$ cat src/rtl/mem_channel_interleaver.sv
// Block-interleaves bus memory requests across channels and returns read data in issue order.
// Optional MEMSYS_INTLV_HASH_EN folds the next address bits into the channel select.
module mem_channel_interleaver #(
  parameter int num_channels_p    = 2,
  parameter int block_width_p     = 16,
  parameter int dma_data_width_p  = 4,
  parameter int max_outstanding_p = 8,
  parameter int resp_depth_p      = 4,
  localparam int dw_lp            = dma_data_width_p * 32
) (
  input  logic                                    clk_i,
  input  logic                                    nreset_i,
  input  logic                                    bm_valid_i,
  output logic                                    bm_ready_o,
  input  logic                                    bm_we_i,
  input  logic [31:0]                             bm_addr_i,
  input  logic [dw_lp-1:0]                        bm_wdata_i,
  output logic                                    bm_valid_o,
  output logic [dw_lp-1:0]                        bm_data_o,
  output logic [num_channels_p-1:0]               ch_valid_o,
  input  logic [num_channels_p-1:0]               ch_ready_i,
  output logic [num_channels_p-1:0]               ch_we_o,
  output logic [num_channels_p-1:0][31:0]         ch_addr_o,
  output logic [num_channels_p-1:0][dw_lp-1:0]    ch_wdata_o,
  input  logic [num_channels_p-1:0]               ch_valid_i,
  input  logic [num_channels_p-1:0][dw_lp-1:0]    ch_data_i
);

  localparam int offset_width_lp = $clog2(block_width_p) + 2;
  localparam int cw_lp           = (num_channels_p > 1) ? $clog2(num_channels_p) : 1;
  localparam int credit_w_lp     = $clog2(resp_depth_p + 1);
  localparam int oaw_lp          = (max_outstanding_p > 1) ? $clog2(max_outstanding_p) : 1;
  localparam int raw_lp          = (resp_depth_p > 1) ? $clog2(resp_depth_p) : 1;

  logic [cw_lp-1:0]                          sel;
  logic                                      ok;
  logic                                      rd_fire;
  logic                                      pop_any;
  logic [cw_lp-1:0]                          ord_head;
  logic                                      ord_full;
  logic                                      ord_empty;
  logic [credit_w_lp-1:0]                    credit [num_channels_p];
  logic [num_channels_p-1:0]                 resp_empty;
  logic [num_channels_p-1:0][dw_lp-1:0]      resp_data;

  generate
    if (num_channels_p == 1) begin : g_sel_single
      assign sel = '0;
    end else begin : g_sel_multi
`ifdef MEMSYS_INTLV_HASH_EN
      assign sel = bm_addr_i[offset_width_lp +: cw_lp] ^ bm_addr_i[offset_width_lp + cw_lp +: cw_lp];
`else
      assign sel = bm_addr_i[offset_width_lp +: cw_lp];
`endif
    end
  endgenerate

  // Writes never produce a response, so only reads consume credit and order slots.
  assign ok         = bm_we_i | ((credit[sel] != '0) & ~ord_full);
  assign bm_ready_o = nreset_i & ok & ch_ready_i[sel];
  assign rd_fire    = bm_valid_i & bm_ready_o & ~bm_we_i;

  // Order FIFO: channel index of every read in issue order.
  logic [cw_lp-1:0]  ord_mem [max_outstanding_p];
  logic [oaw_lp-1:0] ord_wr_idx_q, ord_wr_idx_d, ord_rd_idx_q, ord_rd_idx_d;
  logic              ord_wr_wrap_q, ord_wr_wrap_d, ord_rd_wrap_q, ord_rd_wrap_d;

  assign ord_full  = (ord_wr_idx_q == ord_rd_idx_q) & (ord_wr_wrap_q != ord_rd_wrap_q);
  assign ord_empty = (ord_wr_idx_q == ord_rd_idx_q) & (ord_wr_wrap_q == ord_rd_wrap_q);
  assign ord_head  = ord_mem[ord_rd_idx_q];
  assign pop_any   = ~ord_empty & ~resp_empty[ord_head];

  always_comb begin
    ord_wr_idx_d  = ord_wr_idx_q;
    ord_wr_wrap_d = ord_wr_wrap_q;
    ord_rd_idx_d  = ord_rd_idx_q;
    ord_rd_wrap_d = ord_rd_wrap_q;
    if (rd_fire) begin
      if (ord_wr_idx_q == oaw_lp'(max_outstanding_p - 1)) begin
        ord_wr_idx_d  = '0;
        ord_wr_wrap_d = ~ord_wr_wrap_q;
      end else begin
        ord_wr_idx_d = ord_wr_idx_q + 1'b1;
      end
    end
    if (pop_any) begin
      if (ord_rd_idx_q == oaw_lp'(max_outstanding_p - 1)) begin
        ord_rd_idx_d  = '0;
        ord_rd_wrap_d = ~ord_rd_wrap_q;
      end else begin
        ord_rd_idx_d = ord_rd_idx_q + 1'b1;
      end
    end
  end

  always_ff @(posedge clk_i) begin
    if (rd_fire) ord_mem[ord_wr_idx_q] <= sel;
  end

  always_ff @(posedge clk_i or negedge nreset_i) begin
    if (!nreset_i) begin
      ord_wr_idx_q  <= '0;
      ord_wr_wrap_q <= 1'b0;
      ord_rd_idx_q  <= '0;
      ord_rd_wrap_q <= 1'b0;
    end else begin
      ord_wr_idx_q  <= ord_wr_idx_d;
      ord_wr_wrap_q <= ord_wr_wrap_d;
      ord_rd_idx_q  <= ord_rd_idx_d;
      ord_rd_wrap_q <= ord_rd_wrap_d;
    end
  end

  genvar gi;
  generate
    for (gi = 0; gi < num_channels_p; gi++) begin : g_ch
      logic [dw_lp-1:0]       mem [resp_depth_p];
      logic [raw_lp-1:0]      wr_idx_q, wr_idx_d, rd_idx_q, rd_idx_d;
      logic                   wr_wrap_q, wr_wrap_d, rd_wrap_q, rd_wrap_d;
      logic [credit_w_lp-1:0] credit_q, credit_d;
      logic                   full, push, pop, take;

      assign full            = (wr_idx_q == rd_idx_q) & (wr_wrap_q != rd_wrap_q);
      assign resp_empty[gi]  = (wr_idx_q == rd_idx_q) & (wr_wrap_q == rd_wrap_q);
      assign resp_data[gi]   = mem[rd_idx_q];
      assign push            = ch_valid_i[gi] & ~full;
      assign pop             = pop_any & (ord_head == cw_lp'(gi));
      assign take            = rd_fire & (sel == cw_lp'(gi));
      assign credit[gi]      = credit_q;
      assign ch_valid_o[gi]  = nreset_i & bm_valid_i & ok & (sel == cw_lp'(gi));
      assign ch_we_o[gi]     = bm_we_i;
      assign ch_addr_o[gi]   = bm_addr_i;
      assign ch_wdata_o[gi]  = bm_wdata_i;

      always_comb begin
        wr_idx_d  = wr_idx_q;
        wr_wrap_d = wr_wrap_q;
        rd_idx_d  = rd_idx_q;
        rd_wrap_d = rd_wrap_q;
        credit_d  = credit_q;
        if (push) begin
          if (wr_idx_q == raw_lp'(resp_depth_p - 1)) begin
            wr_idx_d  = '0;
            wr_wrap_d = ~wr_wrap_q;
          end else begin
            wr_idx_d = wr_idx_q + 1'b1;
          end
        end
        if (pop) begin
          if (rd_idx_q == raw_lp'(resp_depth_p - 1)) begin
            rd_idx_d  = '0;
            rd_wrap_d = ~rd_wrap_q;
          end else begin
            rd_idx_d = rd_idx_q + 1'b1;
          end
        end
        if (take & ~pop) credit_d = credit_q - 1'b1;
        else if (pop & ~take) credit_d = credit_q + 1'b1;
      end

      // A beat arriving while full is dropped; the channel has no backpressure.
      always_ff @(posedge clk_i) begin
        if (push) mem[wr_idx_q] <= ch_data_i[gi];
      end

      always_ff @(posedge clk_i or negedge nreset_i) begin
        if (!nreset_i) begin
          wr_idx_q  <= '0;
          wr_wrap_q <= 1'b0;
          rd_idx_q  <= '0;
          rd_wrap_q <= 1'b0;
          credit_q  <= credit_w_lp'(resp_depth_p);
        end else begin
          wr_idx_q  <= wr_idx_d;
          wr_wrap_q <= wr_wrap_d;
          rd_idx_q  <= rd_idx_d;
          rd_wrap_q <= rd_wrap_d;
          credit_q  <= credit_d;
        end
      end
    end
  endgenerate

  logic             bm_valid_q;
  logic [dw_lp-1:0] bm_data_q;

  always_ff @(posedge clk_i or negedge nreset_i) begin
    if (!nreset_i) begin
      bm_valid_q <= 1'b0;
      bm_data_q  <= '0;
    end else begin
      bm_valid_q <= pop_any;
      if (pop_any) bm_data_q <= resp_data[ord_head];
    end
  end

  assign bm_valid_o = bm_valid_q;
  assign bm_data_o  = bm_data_q;

endmodule

$ cat config.mk
export PLATFORM = sky130hd
export DESIGN_NAME = mem_channel_interleaver
export DESIGN_NICKNAME = d
export VERILOG_FILES = /design/src/rtl/mem_channel_interleaver.sv
export SDC_FILE = /design/constraint.sdc
export NUM_CORES = 1
export LEC_CHECK = 0
export CAP_MARGIN = 10
export CORE_AREA = 5 5 341 343
export DETAILED_ROUTE_END_ITERATION = 7
export DIE_AREA = 0 0 346 348
export GPL_TIMING_DRIVEN = 0
export PLACE_DENSITY_LB_ADDON = 0.12
export SLEW_MARGIN = 0
export SYNTH_ARGS = -nofsm -noshare
export SYNTH_HDL_FRONTEND = slang
export SYNTH_SLANG_ARGS = --single-unit
$ cat constraint.sdc
create_clock -name clk_i -period 7.82 [get_ports clk_i]
set_input_delay 1.173 -clock clk_i [delete_from_list [all_inputs] [get_ports clk_i]]
set_output_delay 1.173 -clock clk_i [all_outputs]
set_load 0.1 [all_outputs]
==> results.sh, run 1 <==
export IMPL_status="finished clean"
export IMPL_die_area_um2=120000
export IMPL_core_area_um2=113000
export IMPL_clock_sinks=1187
export IMPL_hold_viol_final=0
export IMPL_relSlewSlack=0.0786
export IMPL_die_h_um=348
export IMPL_htreeDepth=3
export IMPL_synth_area_um2=47600
export IMPL_grt_total_usage=0.245
export IMPL_final_util=0.542
export IMPL_synth_edff_count=1032
export IMPL_layout_worst_path_cycle_share=0.712
export IMPL_r2r_cells=6
export IMPL_antenna_left=0
export IMPL_min_path_type="input pin to async pin"
export IMPL_drc=0
export IMPL_first_iter_violations=2162
export IMPL_yosysUniqueCellTypes=36
export IMPL_post_cts_setup_buffers=0
export IMPL_cts_tree="yes"
export IMPL_clockRootBuffer="clkbuf_16"
export IMPL_grt_util_met1=0.306
export IMPL_yosysSeqAreaShare=0.733
export IMPL_synth_area_leaders="edfxtp_1 65%, mux4_2 12%, dfrtp_1 8.1%"
export IMPL_via_count=26536
export IMPL_crit_required_ps=6650
export IMPL_clk_path_buf_depth=3
export IMPL_via_per_inst=5.38
export IMPL_worst_path_max_delay_cell="clkdlybuf4s50_1"
export IMPL_tns_ps=0
export IMPL_rows=124
export IMPL_met3_usage=0.0762
export IMPL_leakagePower_nw=20.9
export IMPL_async_flop_share=0.131
export IMPL_grt_use_met2=0.418
export IMPL_power_density_nw_per_um2=446
export IMPL_cp_end_kind="output pin"
export IMPL_dominantRegCellSynth="edfxtp_1"
export IMPL_synth_top_area_frac=0.652
export IMPL_worstMarginPinSlew_ps=1380
export IMPL_finalNetCount=3732
export IMPL_finClkSkew_ps=32.4
export IMPL_final_min_clock_period_ps=5570
export IMPL_syn_area_per_cell_um2=19.6
export IMPL_fmax_ghz=0.180
export IMPL_path_delay_family="buffers and inverters"
export IMPL_dp_cells=4679
export IMPL_path_clk_slew_ps=60
export IMPL_synth_top_cell_by_area="edfxtp_1"
export IMPL_cp_slowest_stage_delay_ps=1190
export IMPL_start_util=0.420
export IMPL_design_portCount=878
export IMPL_synth_seq_cells=1187
export IMPL_max_cap_viol_count=0
export IMPL_finalSetupViolations=0
export IMPL_gp_congestion=0.916
export IMPL_syn_inst=2425
export IMPL_power_total_mw=27.4
export IMPL_post_dp_hpwl_mm=112
export IMPL_rsz0062_at_grt="no"
export IMPL_setup_worst_path_class="input pin to output pin"
export IMPL_grt_max_degree=81
export IMPL_busiest_layer="met2"
export IMPL_synthTopCellsByCount="1032 x edfxtp_1, 322 x buf_4, 258 x mux4_2"
export IMPL_clk_latency_ps=710
export IMPL_path_cells="clkdlybuf4s50_1 > nor4_1 > a21oi_1 > a21oi_1 > nor3b_1 > clkdlybuf4s50_1"
export IMPL_totalWireLength_mm=152
export IMPL_drt_wirelength_per_cell_um=30.8
export IMPL_synth_warnings=0
export IMPL_synth_fp_nets=2867
export IMPL_drive_above_1_share=0.252
export IMPL_path_buf_inv=2
export IMPL_cts_buffers=121
export IMPL_timing_rr_start="g_ch[0].rd_idx_q[0]$_DFFE_PN0P_"
export IMPL_cts_hold_fix_buffers=0
export IMPL_arrival_ps=4390
export IMPL_yosysMostFrequentCell="edfxtp_1"
export IMPL_start_kind="input pin"
export IMPL_r2r_end="bm_data_o[84]$_DFFE_PN0P_"
export IMPL_cts_repair_resized=0
export IMPL_startpoint="bm_addr_i[6]"
export IMPL_rrSetupSlack_ps=4650
export IMPL_ir_worst_vdd_mv=0.384
export IMPL_finalNonFillerCells=4928
export IMPL_worst_path_max_fanout=16
export IMPL_grt_pass1_vias=27480
export IMPL_maxSlewViolCount=0
export IMPL_firstDrtPassIters=5
export IMPL_area_growth_pct=29.1
export IMPL_port_buffers=718
export IMPL_grt_pass1_wl_mm=211
export IMPL_overflow=0
export IMPL_die_x_um=346
export IMPL_antenna_found_initial=42
-- kinds of logic after synthesis --
group / Yosys count / synth area share
flip-flops: 1187 / 0.733
buffers and inverters: 477 / 0.0643
multiplexers: 268 / 0.125
AND/OR/NAND/NOR: 185 / 0.0265
AO/OA/AOI/OAI: 268 / 0.0419
adder cells (fa/ha/maj): 18 / 0.00505
XOR/XNOR: 22 / 0.00405
-- routing by layer --
layer | share of wire | routed length (µm)
met1 | 0.38 | 57800
met5 | 0.0015 | 232
met4 | 0.030 | 4490
met2 | 0.50 | 75900
met3 | 0.088 | 13400
-- cell type report --
| cell class | instances | area, µm² |
|---|---|---|
| inverter | 11 | 41.3 |
| clock inverter | 56 | 607 |
| timing repair buffer | 742 | 7800 |
| antenna | 20 | 50.0 |
| clock buffer | 173 | 3450 |
| buffer | 466 | 3020 |
| fill | 9007 | 51900 |
| sequential | 1187 | 34900 |
| multi-input combinational | 761 | 9640 |
| tap | 1512 | 1890 |
-- sequential cells by signal (all words and copies together) (netlist names) --
register        cells
g_ch.mem         1024
bm_data_o         128
ord_mem             8
g_ch.credit_q       6
g_ch.rd_idx_q       4
g_ch.wr_idx_q       4
ord_rd_idx_q        3
ord_wr_idx_q        3
g_ch.rd_wrap_q      2
g_ch.wr_wrap_q      2
bm_valid_o          1
ord_rd_wrap_q       1
ord_wr_wrap_q       1
-- placed cells by master (no fill, tap or decap), drive strengths merged, types with 16 or more instances in the layout --
cell type      count
mux4             258
clkbuf           264
inv               16
dfrtp            153
clkdlybuf4s50    717
buf              400
ha                16
nor3b            133
diode             20
clkinv            40
edfxtp          1032
o2bb2ai          128
a31oi            128
-- through the flow --
step           area, µm²  hold slack [ps]  worst slack [ps]
6_report           61400              426              2250
5_1_grt            61300              449              2130
4_1_cts            61300              413              2150
3_5_place_dp       57300              473              2150
3_3_place_gp       56600              474             -3140
2_1_floorplan      47600              460              2670
-- power by group --
part / internal, mW / switching (mW) / leakage [nW] / total (mW)
sequential: 8.70 / 0.558 / 11.3 / 9.26
combinational: 4.02 / 8.29 / 7.59 / 12.3
clock: 3.40 / 2.42 / 1.99 / 5.82
-- worst max-delay path by stage --
stage / to / slack (ps) / cells past startpoint
4_1_cts: ch_valid_o[1] / 2150 / 6
3_3_place_gp: ch_valid_o[1] / -3140 / 4
6_report: bm_ready_o / 2250 / 6
5_1_grt: ch_valid_o[1] / 2130 / 6
3_5_place_dp: ch_valid_o[1] / 2150 / 6
2_1_floorplan: g_ch[1].mem[3][0]$_DFFE_PP_ / 2670 / 2
No activity file was read; power rests on OpenSTA's default activity.
==> run 2, diff against run 1 <==
Settings changed: CORE_AREA 5 5 341 343 to 5 5 334 336, DIE_AREA 0 0 346 348 to 0 0 339 341.
Clock period 7.82 ns to 5.7 ns, I/O delays scaled along.
==> results.sh, run 2 (synthesized netlist as in run 1, its figures left out) <==
export IMPL_status="finished clean"
export IMPL_clk_path_buf_depth=3
export IMPL_startpoint="bm_addr_i[6]"
export IMPL_regMostFlops="g_ch.mem"
export IMPL_post_route_cell_area_um2=61400
export IMPL_fmax_ghz=0.201
export IMPL_die_area_um2=116000
export IMPL_path_cells="clkdlybuf4s50_1 > nor4_1 > a21oi_1 > a21oi_1 > nor3b_1 > clkdlybuf4s50_1"
export IMPL_drt_wirelength_per_cell_um=31.8
export IMPL_largest_reg_flops=1024
export IMPL_grt_total_usage=0.261
export IMPL_port_buffers=718
export IMPL_antenna_left=0
export IMPL_finalSetupViolations=0
export IMPL_fill_cells=8294
export IMPL_final_cell_mix="1032 x edfxtp_1, 717 x clkdlybuf4s50_1, 322 x buf_4, 258 x mux4_2, 153 x dfrtp_1"
export IMPL_grt_pass1_wl_mm=214
export IMPL_clk_latency_ps=710
export IMPL_clock_sinks=1187
export IMPL_finalNetCount=3733
export IMPL_drc=0
export IMPL_cts_hold_fix_buffers=0
export IMPL_setup_worst_path_class="input pin to output pin"
export IMPL_start_util=0.439
export IMPL_worst_path_max_delay_cell="clkdlybuf4s50_1"
export IMPL_power_density_nw_per_um2=613
export IMPL_totalWireLength_mm=154
export IMPL_post_dp_hpwl_mm=115
export IMPL_rsz0062_at_grt="no"
export IMPL_cts_buffers=119
export IMPL_ir_worst_vdd_mv=0.550
export IMPL_layout_worst_path_cycle_share=0.871
export IMPL_cts_tree="yes"
export IMPL_cts_repair_resized=0
export IMPL_tns_ps=0
export IMPL_worstMarginPinSlew_ps=1300
export IMPL_via_count=26706
export IMPL_antenna_found_initial=47
export IMPL_area_growth_pct=29.0
export IMPL_drive_above_1_share=0.254
export IMPL_cp_slowest_stage_delay_ps=1200
export IMPL_path_clk_slew_ps=60
export IMPL_max_cap_viol_count=0
export IMPL_min_path_type="input pin to async pin"
export IMPL_endpoint="bm_ready_o"
export IMPL_hold_viol_final=0
export IMPL_overflow=0
export IMPL_rrSetupSlack_ps=2330
export IMPL_finClkSkew_ps=29.0
export IMPL_arrival_ps=4110
export IMPL_die_x_um=339
export IMPL_first_iter_violations=2265
export IMPL_via_per_inst=5.52
export IMPL_cp_end_kind="output pin"
export IMPL_worst_path_max_fanout=16
export IMPL_grt_max_degree=90
export IMPL_htreeDepth=3
export IMPL_place_area_um2=57200
export IMPL_leakagePower_nw=20.9
export IMPL_crit_required_ps=4850
export IMPL_core_area_um2=108000
export IMPL_post_cts_setup_buffers=0
export IMPL_final_common_cell="edfxtp_1"
export IMPL_start_kind="input pin"
export IMPL_timing_rr_start="g_ch[1].rd_idx_q[0]$_DFFE_PN0P_"
export IMPL_relSlewSlack=0.129
export IMPL_firstDrtPassIters=5
export IMPL_final_min_clock_period_ps=4970
export IMPL_r2r_cells=7
export IMPL_design_portCount=878
export IMPL_gp_congestion=0.932
export IMPL_r2r_end="g_ch[1].mem[1][22]$_DFFE_PP_"
export IMPL_clockRootBuffer="clkbuf_16"
export IMPL_maxSlewViolCount=0
export IMPL_final_util=0.567
export IMPL_rows=121
export IMPL_die_h_um=341
export IMPL_grt_pass1_vias=28032
## run 2: cell type report
class                           instances  area, µm²  area share
Multi-Input combinational cell        761       9640       0.157
Buffer                                466       3020      0.0493
Antenna cell                           30       75.1     0.00122
Timing Repair Buffer                  745       7870       0.128
Sequential cell                      1187      34900       0.568
Tap cell                             1414       1770      0.0288
Clock inverter                         47        599     0.00977
Inverter                               11       41.3    0.000673
Clock buffer                          181       3480      0.0567
## run 2: critical path: cells and delay by family
family                 cells  cell delay, ps
buffers and inverters      2            2220
AND/OR/NAND/NOR            2             420
AO/OA/AOI/OAI              2             590
## run 2: metal layers
| metal | vias to the layer above | track usage | share of wire |
|---|---|---|---|
| met5 | - | 0 | 0.00090 |
| met2 | 1066 | 0.438 | 0.50 |
| met3 | 245 | 0.0749 | 0.090 |
| li1 | 11294 | - | - |
| met1 | 14081 | 0.324 | 0.37 |
| met4 | 20 | 0.100 | 0.038 |
## run 2: power by group
group / internal [mW] / total (mW) / switching [mW]
sequential: 11.9 / 12.7 / 0.780
clock: 4.75 / 8.00 / 3.25
combinational: 5.52 / 16.9 / 11.4
## run 2: through the flow
step | hold WS (ps) | power, mW | instances | worst slack [ps]
floorplan | 460 | 24.5 | 2425 | 872
global placement | 475 | 29.7 | 4557 | -4770
detailed placement | 473 | 29.9 | 4583 | 687
CTS | 40.2 | 37.9 | 4811 | 671
global route | 77.3 | 39.2 | 4825 | 574
finish | 67.4 | 37.6 | 4842 | 733
## run 2: worst min path at each step
stage	to	slack [ps]	cells after the start
after global placement	bm_data_o[99]$_DFFE_PN0P_	480	1
after global routing	bm_data_o[66]$_DFFE_PN0P_	80	1
final	bm_data_o[64]$_DFFE_PN0P_	70	1
after floorplan	g_ch[0].wr_wrap_q$_DFFE_PN0P_	460	1
after detailed placement	bm_data_o[58]$_DFFE_PN0P_	470	1
after CTS	bm_data_o[64]$_DFFE_PN0P_	40	1
==> run 3, diff against run 2 <==
Settings changed: CORE_AREA 5 5 334 336 to 2 2 341 343, DIE_AREA 0 0 339 341 to 0 0 343 345.
==> results.sh, run 3 (synthesized netlist as in run 1, its figures left out) <==
export IMPL_ir_worst_vdd_mv=0.471
export IMPL_drt_wirelength_per_cell_um=31.6
export IMPL_clock_sinks=1187
export IMPL_final_min_clock_period_ps=4910
export IMPL_regMostFlops="g_ch.mem"
export IMPL_start_util=0.413
export IMPL_first_iter_violations=2377
export IMPL_drive_above_1_share=0.254
export IMPL_post_route_cell_area_um2=61500
export IMPL_path_clk_slew_ps=50
export IMPL_min_path_type="input pin to async pin"
export IMPL_die_x_um=343
export IMPL_maxSlewViolCount=0
export IMPL_drc=0
export IMPL_arrival_ps=4050
export IMPL_start_kind="input pin"
export IMPL_relSlewSlack=0.105
export IMPL_design_portCount=878
export IMPL_rrSetupSlack_ps=2180
export IMPL_htreeDepth=4
export IMPL_firstDrtPassIters=5
export IMPL_setup_worst_path_class="input pin to output pin"
export IMPL_post_cts_setup_buffers=0
export IMPL_cts_hold_fix_buffers=0
export IMPL_antenna_found_initial=48
export IMPL_via_count=26728
export IMPL_dp_slack_ps=873
export IMPL_finalSetupViolations=0
export IMPL_layout_worst_path_cycle_share=0.861
export IMPL_area_growth_pct=29.3
export IMPL_r2r_end="g_ch[1].mem[1][16]$_DFFE_PP_"
export IMPL_rows=125
export IMPL_grt_pass1_vias=27612
export IMPL_max_cap_viol_count=0
export IMPL_gp_congestion=1.03
export IMPL_core_area_um2=115000
export IMPL_place_area_um2=57200
export IMPL_clk_latency_ps=740
export IMPL_clk_path_buf_depth=3
export IMPL_finClkSkew_ps=25.6
export IMPL_leakagePower_nw=20.9
export IMPL_die_h_um=345
export IMPL_status="finished clean"
export IMPL_power_density_nw_per_um2=614
export IMPL_antenna_left=0
export IMPL_crit_required_ps=4850
export IMPL_timing_rr_start="g_ch[1].rd_idx_q[0]$_DFFE_PN0P_"
export IMPL_final_cell_mix="1032 x edfxtp_1, 716 x clkdlybuf4s50_1, 322 x buf_4, 258 x mux4_2, 153 x dfrtp_1"
export IMPL_cts_tree="yes"
export IMPL_port_buffers=718
export IMPL_final_common_cell="edfxtp_1"
export IMPL_worst_path_max_fanout=16
export IMPL_cts_repair_resized=0
export IMPL_grt_total_usage=0.261
export IMPL_grt_pass1_wl_mm=214
export IMPL_finalNonFillerCells=4955
export IMPL_via_per_inst=5.39
export IMPL_tns_ps=0
export IMPL_cp_end_kind="output pin"
export IMPL_hold_viol_final=0
export IMPL_totalWireLength_mm=156
export IMPL_setup_slack_ps=792
export IMPL_clockRootBuffer="clkbuf_16"
export IMPL_finalNetCount=3740
export IMPL_dp_cells=4689
export IMPL_r2r_cells=8
export IMPL_cts_buffers=130
export IMPL_overflow=0
export IMPL_die_area_um2=118000
export IMPL_largest_reg_flops=1024
export IMPL_worstMarginPinSlew_ps=1340
export IMPL_fmax_ghz=0.204
export IMPL_post_dp_hpwl_mm=116
export IMPL_grt_max_degree=80
export IMPL_rsz0062_at_grt="no"
run 3: cell types whose count changed in the layout (fill, tap and decap cells not counted), moves of 4 or more:
cell	delta
clkbuf_1	-14
inv_6	+5
clkinv_1	+18
clkinvlp_4	+4
bufinv_16	-7
clkinv_2	-8
clkbuf_16	+8
run 3: report_power, final:
group / switching [mW] / internal [mW] / leakage [nW] / total, mW
Combinational: 11.4 / 5.49 / 7.58 / 16.9
Sequential: 0.742 / 11.9 / 11.3 / 12.7
Clock: 3.39 / 4.72 / 2.02 / 8.12
Total: 15.6 / 22.2 / 20.9 / 37.7
run 3: stage by stage:
step                 util  power (mW)  hold slack [ps]
CTS                 0.533        38.0             73.3
global route        0.534        39.2             78.5
floorplan               -        24.5              460
detailed placement  0.497        29.9              473
global placement    0.492        29.8              471
finish              0.534        37.7             36.7
run 3: layout make-up:
type                    instances  area (µm²)
diodes                         28        70.1
plain buffers                 466        3020
clock buffers                 177        3640
clock inverters                60         504
fillers                      9144       53600
inverters                      11        41.3
multi-input cells             761        9640
flip-flops and latches       1187       34900
well taps                    1524        1910
repair buffers                741        7770
run 3: worst max-delay path, stage by stage:
cell and delay, ps:
clkdlybuf4s50_1 970, nor4_1 140, a21oi_1 350, a21oi_1 280, nor3b_1 280, clkdlybuf4s50_1 1170
run 3: worst max path at each step:
stage,start,endpoint,cells after the start
5_1_grt,bm_addr_i[6],bm_ready_o,6
4_1_cts,bm_addr_i[6],bm_ready_o,6
3_5_place_dp,bm_addr_i[6],bm_ready_o,6
3_3_place_gp,nreset_i,g_ch[1].credit_q[2]$_DFFE_PN1P_,11
6_report,bm_addr_i[6],bm_ready_o,6
2_1_floorplan,ch_valid_i[1],g_ch[1].mem[3][0]$_DFFE_PP_,2
run 3: layer usage:
layer,global-route usage,share of wire,vias up
met2,0.437,0.50,1070
met3,0.0849,0.091,260
met5,0,0.0013,-
met1,0.311,0.37,14064
met4,0.107,0.040,32
li1,-,-,11302
